==> src/rtl/count_req_pkg.sv <==
// rtl/count_req_pkg.sv - shared state encoding and default constants for count_requester
package count_req_pkg;

  typedef enum logic [1:0] {
    S_IDLE = 2'd0,
    S_REQ  = 2'd1,
    S_GAP  = 2'd2,
    S_DONE = 2'd3
  } state_t;

  localparam int DEF_NUM_W   = 8;
  localparam int DEF_GAP     = 2;
  localparam int DEF_TIMEOUT = 64;

  function automatic int max2(input int a, input int b);
    return (a > b) ? a : b;
  endfunction

endpackage

==> src/rtl/count_req_timer.sv <==
// rtl/count_req_timer.sv - loadable down-counter with zero flag, shared by gap and watchdog timing
module count_req_timer #(
  parameter int W = 6
) (
  input  logic         clk,
  input  logic         rst_n,
  input  logic         load,
  input  logic [W-1:0] value,
  input  logic         dec,
  output logic         zero
);

  logic [W-1:0] cnt_q;

  // load wins over dec; the count holds at zero instead of wrapping
  always_ff @(posedge clk or negedge rst_n) begin
    if (!rst_n) begin
      cnt_q <= '0;
    end else if (load) begin
      cnt_q <= value;
    end else if (dec && (cnt_q != '0)) begin
      cnt_q <= cnt_q - W'(1);
    end
  end

  assign zero = (cnt_q == '0);

endmodule

==> src/rtl/count_requester.sv <==
// rtl/count_requester.sv - batch initiator driving counting and consuming ready completions
// Optional watchdog on the REQ wait is enabled by defining COUNT_REQ_TIMEOUT_EN.
module count_requester
  import count_req_pkg::*;
#(
  parameter int NUM_W   = DEF_NUM_W,
  parameter int GAP     = DEF_GAP,
  parameter int TIMEOUT = DEF_TIMEOUT
) (
  input  logic             clk,
  input  logic             rst_n,
  input  logic             start,
  input  logic [NUM_W-1:0] num_jobs,
  input  logic             ready,
  output logic             counting,
  output logic             busy,
  output logic             done,
  output logic [NUM_W-1:0] jobs_done,
  output logic             timeout_err
);

  localparam int TMAX = max2(GAP, TIMEOUT);
  localparam int TW   = (TMAX < 2) ? 1 : $clog2(TMAX);
  localparam logic [TW-1:0] GAP_LOAD = TW'(GAP - 1);
`ifdef COUNT_REQ_TIMEOUT_EN
  localparam logic [TW-1:0] TO_LOAD  = TW'(TIMEOUT - 1);
`endif

  state_t           state_q, state_d;
  logic [NUM_W-1:0] target_q;
  logic [NUM_W-1:0] jobs_done_q;
  logic [NUM_W-1:0] jobs_next;
  logic             ready_q;
  logic             ready_rise;
  logic             accept;
  logic             jobs_inc;
  logic             tmr_load;
  logic [TW-1:0]    tmr_value;
  logic             tmr_dec;
  logic             tmr_zero;
`ifdef COUNT_REQ_TIMEOUT_EN
  logic             abort;
  logic             timeout_err_q;
`endif

  assign ready_rise = ready & ~ready_q;
  assign jobs_next  = jobs_done_q + NUM_W'(1);

  count_req_timer #(.W(TW)) u_timer (
    .clk   (clk),
    .rst_n (rst_n),
    .load  (tmr_load),
    .value (tmr_value),
    .dec   (tmr_dec),
    .zero  (tmr_zero)
  );

  always_comb begin
    state_d   = state_q;
    accept    = 1'b0;
    jobs_inc  = 1'b0;
    tmr_load  = 1'b0;
    tmr_value = GAP_LOAD;
    tmr_dec   = 1'b0;
`ifdef COUNT_REQ_TIMEOUT_EN
    abort     = 1'b0;
`endif
    case (state_q)
      S_IDLE: begin
        if (start) begin
          accept = 1'b1;
          if (num_jobs == '0) begin
            state_d = S_DONE;
          end else begin
            state_d = S_REQ;
`ifdef COUNT_REQ_TIMEOUT_EN
            tmr_load  = 1'b1;
            tmr_value = TO_LOAD;
`endif
          end
        end
      end
      S_REQ: begin
        // a completion in the watchdog's last cycle still counts as success
        if (ready_rise) begin
          jobs_inc = 1'b1;
          if (jobs_next == target_q) begin
            state_d = S_DONE;
          end else begin
            state_d   = S_GAP;
            tmr_load  = 1'b1;
            tmr_value = GAP_LOAD;
          end
        end
`ifdef COUNT_REQ_TIMEOUT_EN
        else if (tmr_zero) begin
          abort   = 1'b1;
          state_d = S_DONE;
        end else begin
          tmr_dec = 1'b1;
        end
`endif
      end
      S_GAP: begin
        if (tmr_zero) begin
          state_d = S_REQ;
`ifdef COUNT_REQ_TIMEOUT_EN
          tmr_load  = 1'b1;
          tmr_value = TO_LOAD;
`endif
        end else begin
          tmr_dec = 1'b1;
        end
      end
      S_DONE: begin
        state_d = S_IDLE;
      end
      default: begin
        state_d = S_IDLE;
      end
    endcase
  end

  always_ff @(posedge clk or negedge rst_n) begin
    if (!rst_n) begin
      state_q     <= S_IDLE;
      ready_q     <= 1'b0;
      target_q    <= '0;
      jobs_done_q <= '0;
    end else begin
      state_q <= state_d;
      ready_q <= ready;
      if (accept) begin
        target_q    <= num_jobs;
        jobs_done_q <= '0;
      end else if (jobs_inc) begin
        jobs_done_q <= jobs_next;
      end
    end
  end

`ifdef COUNT_REQ_TIMEOUT_EN
  // sticky until the next accepted start
  always_ff @(posedge clk or negedge rst_n) begin
    if (!rst_n) begin
      timeout_err_q <= 1'b0;
    end else if (accept) begin
      timeout_err_q <= 1'b0;
    end else if (abort) begin
      timeout_err_q <= 1'b1;
    end
  end
  assign timeout_err = timeout_err_q;
`else
  assign timeout_err = 1'b0;
`endif

  assign counting  = (state_q == S_REQ);
  assign busy      = (state_q != S_IDLE);
  assign done      = (state_q == S_DONE);
  assign jobs_done = jobs_done_q;

endmodule

==> config.mk <==
export PLATFORM = sky130hd
export DESIGN_NAME = count_requester
export DESIGN_NICKNAME = d
export VERILOG_FILES = /design/src/rtl/count_req_pkg.sv /design/src/rtl/count_req_timer.sv /design/src/rtl/count_requester.sv
export SDC_FILE = /design/constraint.sdc
export NUM_CORES = 1
export LEC_CHECK = 0
export CORE_MARGIN = 1.5
export CORE_UTILIZATION = 40
export DETAILED_ROUTE_END_ITERATION = 6
export MAX_ROUTING_LAYER = met4
export SKIP_CTS_REPAIR_TIMING = 1
export SLEW_MARGIN = 30
export SYNTH_ARGS = -nofsm -noshare
export SYNTH_HDL_FRONTEND = slang
export SYNTH_SLANG_ARGS = --single-unit
==> constraint.sdc <==
create_clock -name clk -period 3.02 [get_ports clk]
set_input_delay 0.302 -clock clk [delete_from_list [all_inputs] [get_ports clk]]
set_output_delay 0.302 -clock clk [all_outputs]
set_load 0.005 [all_outputs]
==> results.txt, run 1 <==
status: complete, no violations
Critical Path AT: 2.31 ns
final setup fails: 0
# DRC: 0
Cell Area, Placed: 1750 µm²
cell chain of the critical path: ha_1 > xor2_1 > a211oi_1 > nand4_1 > a2111o_1 > a21o_1
Reg clk slew, reported paths: 0.09 ns
Port Buffers: 22
Max Fanout on Critical Path: 6
CP max stage delay: 0.50 ns
Yosys warnings: 0
Crit Path Class: reg -> reg
final instance area: 1800 µm²
Post-synth EDFFs: 0
# Max-Cap Violations: 0
CP Launch Type: register
antenna violation net count after detailed routing: 0
WL final: 3.23 mm
number of clock sinks: 25
number of fill cells: 334
ys async rst share: 1.00
setup ws final: 0.872 ns
Skew-Pair Late Insertion Delay: 0.27 ns
ANT cells: 0
initial core utilization: 0.433
sequential share of the synthesized area: 0.420
commonest cells in the synthesized netlist: 25 x dfrtp_1, 13 x a21oi_1, 11 x nand2_1
share of post-route cells with drive strength above 1: 0.112
achievable clock frequency: 0.466 GHz
FF/Latch Area: 626 µm²
Final Max Slew Viols: 0
Placer Congestion: 0.888
Mapped Area: 1490 µm²
std cell rows: 21
leakage power total: 0.743 nW
Tcrit/Tclk final: 0.711
leading area contributor after synthesis: dfrtp_1
IO Pins: 24
flops & latches, synth: 25
crit-path leading delay family: compound AO/OA/AOI/OAI gates
syn nets: 171
WP data required: 3.19 ns
first-pass GRT wire length: 5.63 mm
CTS tree: done
DR vias: 1,239
Wirelength per Cell: 14.4 µm
crit end category: register
Hold WC Path Type: in -> async
slowest CP cell: a2111o_1
setup slack at placement: 0.852 ns
maximum clock path buffer count: 2
vias per std cell: 5.53
Die Ht: 64.0 µm
final clock skew: 0.00612 ns
placed cell count: 220
worst-margin pin slew: 0.670 ns
share of the synthesized area in the top cell type: 0.420
H-tree depth reported by CTS: 1
worst vdd ir: 0.000353 V
Synth Flop Type: dfrtp_1
area grow syn2layout: 20.6%
CTS Buf Count: 3
worst rel slew slack: 0.547
Initial DRT Pass Iterations: 4
RSZ-0062 raised after global routing: no
multi-input logic area: 791 µm²
CP bufs+invs: 0
final hold viol count: 0
die area: 4100 µm²
Final #Nets: 194
initial antenna violation count: 0
number of unique standard cell types used by synthesis: 43
GRT overflow: 0
main area contributors after synthesis: dfrtp_1 42%, mux2_2 6.0%, a21oi_1 4.4%
vias in the first global route: 1,230
DIE WIDTH: 64.0 µm
Setup TNS Final: 0 ns
pin count of the biggest net entering global routing: 26
Tmin final: 2.15 ns
Pwr per Cell Area: 740 nW/µm²
CORE AREA: 3440 µm²
dpl hpwl: 2.50 mm
initial drt markers: 53
Post-Layout Cell Count: 224
cell with the most instances after synthesis: dfrtp_1
Syn Area/Cell: 9.55 µm²
Syn Inst Count: 156
Root Buffer: clkbuf_8
Tot GR Track Use: 0.181
[stage by stage]
stage	power [mW]	hold slack (ns)	util
after floorplan	0.936	0.00641	-
after global placement	1.12	0.525	0.509
after detailed placement	1.14	0.532	0.509
after CTS	1.34	0.398	0.522
after global routing	1.45	0.397	0.522
final	1.33	0.387	0.522
[per-layer routing]
| metal | vias up | GRT usage | routed length [µm] |
|---|---|---|---|
| met5 | - | - | 0 |
| li1 | 601 | - | - |
| met3 | 4 | 0.0475 | 181 |
| met4 | 0 | 0.0245 | 17 |
| met2 | 32 | 0.296 | 1510 |
| met1 | 602 | 0.231 | 1520 |
[cells by family after synthesis]
family / count (synthesis) / synth area share
other: 1 / 0.00252
and+or+nand+nor: 52 / 0.192
DFF: 25 / 0.420
buffers and inverters: 16 / 0.0495
AOI/OAI and AO/OA: 36 / 0.158
xor gates and xnor gates: 10 / 0.0588
adders and majority gates: 4 / 0.0319
muxes: 12 / 0.0873
[worst reg2reg max path, stage by stage (launching register included)]
cell and delay (ns):
dfrtp_1 0.45, ha_1 0.35, xor2_1 0.17, a211oi_1 0.23
nand4_1 0.13, a2111o_1 0.50, a21o_1 0.21
[where the power goes]
part	internal, mW	switching, mW
combinational	0.304	0.276
sequential	0.445	0.106
clock	0.0924	0.106
[final cells by class]
cell class,count,share of cell area
multi-input combinational,115,0.440
sequential,25,0.348
timing repair buffer,25,0.135
tap,46,0.0320
clock buffer,3,0.0230
inverter,9,0.0188
clock inverter,1,0.00279
[worst paths after layout]
kind                               from                to  slack, ns  cells past startpoint
min in group clk                  ready           ready_q       0.53                      1
setup / recovery           jobs_done[0]  u_timer.cnt_q[0]       0.87                      6
hold / removal                    rst_n      jobs_done[5]       0.39                      2
max in group asynchronous         rst_n      jobs_done[1]       2.39                      2
hold reg to reg             target_q[0]       target_q[0]       0.55                      1
setup reg to reg           jobs_done[0]  u_timer.cnt_q[0]       0.87                      6
[placed cells by master, fill, tap and decap left out, drive strengths merged, types with 3 or more instances in the layout]
master | synthesis | layout
a21oi | 13 | 13
and3 | 3 | 3
buf | 5 | 3
clkbuf | 2 | 3
clkdlybuf4s50 | 0 | 22
dfrtp | 25 | 25
ha | 3 | 3
inv | 9 | 9
mux2 | 8 | 8
mux2i | 4 | 4
nand2 | 11 | 11
nand3 | 7 | 7
nand4 | 3 | 3
nor2 | 9 | 9
nor2b | 3 | 3
o21ai | 8 | 8
o41ai | 3 | 3
xnor2 | 5 | 5
xor2 | 5 | 5
[flip-flops by register name (all words and copies together), names as in the netlist]
register and flops:
jobs_done 8, ready_q 1, state_q 2, target_q 8
u_timer.cnt_q 6
(Power assumes the default switching activity.)
==> run 2: changes to the inputs <==
==> constraint.sdc (replaced) <==
create_clock -name clk -period 2.1 [get_ports clk]
set_input_delay 0.21 -clock clk [delete_from_list [all_inputs] [get_ports clk]]
set_output_delay 0.21 -clock clk [all_outputs]
set_load 0.005 [all_outputs]
==> results.txt, run 2 (synthesized netlist as in run 1, its figures left out) <==
# Max-Cap Violations: 0 (unchanged)
IO Pins: 24 (unchanged)
Tcrit/Tclk final: 0.954 (+0.243)
WL final: 3.31 mm (+2.4%)
Wirelength per Cell: 14.2 µm (-1.6%)
vias per std cell: 5.47 (-1.1%)
pin count of the biggest net entering global routing: 26 (unchanged)
Pwr per Cell Area: 1060 nW/µm² (+43%)
final setup fails: 0 (unchanged)
worst vdd ir: 0.000498 V (+41%)
Reg clk slew, reported paths: 0.09 ns (about the same)
Port Buffers: 22 (unchanged)
Final #Nets: 203 (+4.6%)
CTS Buf Count: 3 (unchanged)
Final Max Slew Viols: 0 (unchanged)
initial drt markers: 73 (+38%)
vias in the first global route: 1,252 (+1.8%)
share of post-route cells with drive strength above 1: 0.176 (+0.0641)
DR vias: 1,275 (+2.9%)
Initial DRT Pass Iterations: 4 (unchanged)
Crit Path Class: reg -> reg
CTS tree: done
GRT overflow: 0 (unchanged)
final hold viol count: 0 (unchanged)
GR Layer Usage met3: 0.0299 (-0.0176)
first-pass GRT wire length: 5.62 mm (-0.25%)
placed cell count: 226 (+2.7%)
Hold WC Path Type: in -> async
commonest cells after routing, fill and taps aside: 23 x dfrtp_1, 22 x clkdlybuf4s50_1, 13 x a21oi_1
final hold slack: 0.296 ns (-0.0906 ns)
achievable clock frequency: 0.499 GHz (+7.2%)
ANT cells: 0 (unchanged)
Overall Power: 1.99 mW (+50%)
most common cell after layout, fill and taps aside: dfrtp_1
Post-Layout Cell Count: 233 (+4.0%)
number of clock sinks: 25 (unchanged)
DIE WIDTH: 64.0 µm (unchanged)
# DRC: 0 (unchanged)
die area: 4100 µm² (unchanged)
std cell rows: 21 (unchanged)
WP data required: 2.26 ns (-0.93 ns)
Placer Congestion: 0.868 (-2.2%)
worst rel slew slack: 0.660 (+0.113)
final clock skew: 0.00570 ns (-0.000421 ns)
met1 Usage GRT: 0.247 (+0.0155)
H-tree depth reported by CTS: 1 (unchanged)
Max Fanout on Critical Path: 6 (unchanged)
status: complete, no violations
crit end category: register
area grow syn2layout: 26.2%
maximum clock path buffer count: 2 (unchanged)
Setup TNS Final: 0 ns (unchanged)
CP Launch Type: register
worst-margin pin slew: 0.509 ns (-0.162 ns)
leakage power total: 0.781 nW (+5.1%)
Critical Path AT: 2.17 ns (-0.14 ns)
Tmin final: 2.00 ns (-0.144 ns)
Tot GR Track Use: 0.179 (-0.00123)
initial antenna violation count: 0 (unchanged)
met2 GRT Util: 0.273 (-0.0221)
Die Ht: 64.0 µm (unchanged)
dpl hpwl: 2.51 mm (+0.38%)
Skew-Pair Late Insertion Delay: 0.27 ns (about the same)
Reg2Reg Setup Slack: 0.1 ns (-0.78 ns)
initial core utilization: 0.433 (unchanged)
CORE AREA: 3440 µm² (unchanged)
grt peak-use layer: met2
antenna violation net count after detailed routing: 0 (unchanged)
Root Buffer: clkbuf_8
[run 2: where the power goes]
group | internal (mW) | total (mW) | switching [mW]
Combinational | 0.492 | 0.921 | 0.429
Sequential | 0.640 | 0.781 | 0.141
Clock | 0.136 | 0.288 | 0.152
Total | 1.27 | 1.99 | 0.722
[run 2: area by class of cell]
type / count / area (µm²)
Multi-Input combinational cell: 115 / 806
Clock buffer: 4 / 45.0
Inverter: 9 / 33.8
Tap cell: 46 / 57.6
Sequential cell: 25 / 628
Fill cell: 328 / 1560
Timing Repair Buffer: 34 / 310
[run 2: critical path: stages (launching register included)]
cell and delay (ns):
dfrtp_1 0.39, ha_2 0.20, and2_4 0.15, and3_4 0.17, a2111o_1 0.33, a2111o_1 0.48
a21o_1 0.19
[run 2: worst paths after layout]
path | depth (start not counted) | startpoint | to
setup / recovery | 6 | jobs_done[0] | u_timer.cnt_q[0]
hold / removal | 2 | rst_n | jobs_done[6]
setup reg to reg | 6 | jobs_done[0] | u_timer.cnt_q[0]
hold reg to reg | 1 | target_q[0] | target_q[0]
max in group asynchronous | 2 | rst_n | jobs_done[4]
min in group clk | 1 | ready | ready_q
[run 2: through the flow]
stage	area [µm²]	setup slack, ns	utilization
final	1880	0.0969	0.546
after global routing	1880	-0.0550	0.546
after floorplan	1490	0.0752	-
after detailed placement	1800	0.0660	0.522
after CTS	1840	0.0458	0.535
after global placement	1800	0.111	0.522
[run 2: routing by layer]
metal	up-vias	routed length, µm
met5	-	0
met4	0	38
met3	4	178
met2	38	1540
met1	619	1560
li1	614	-
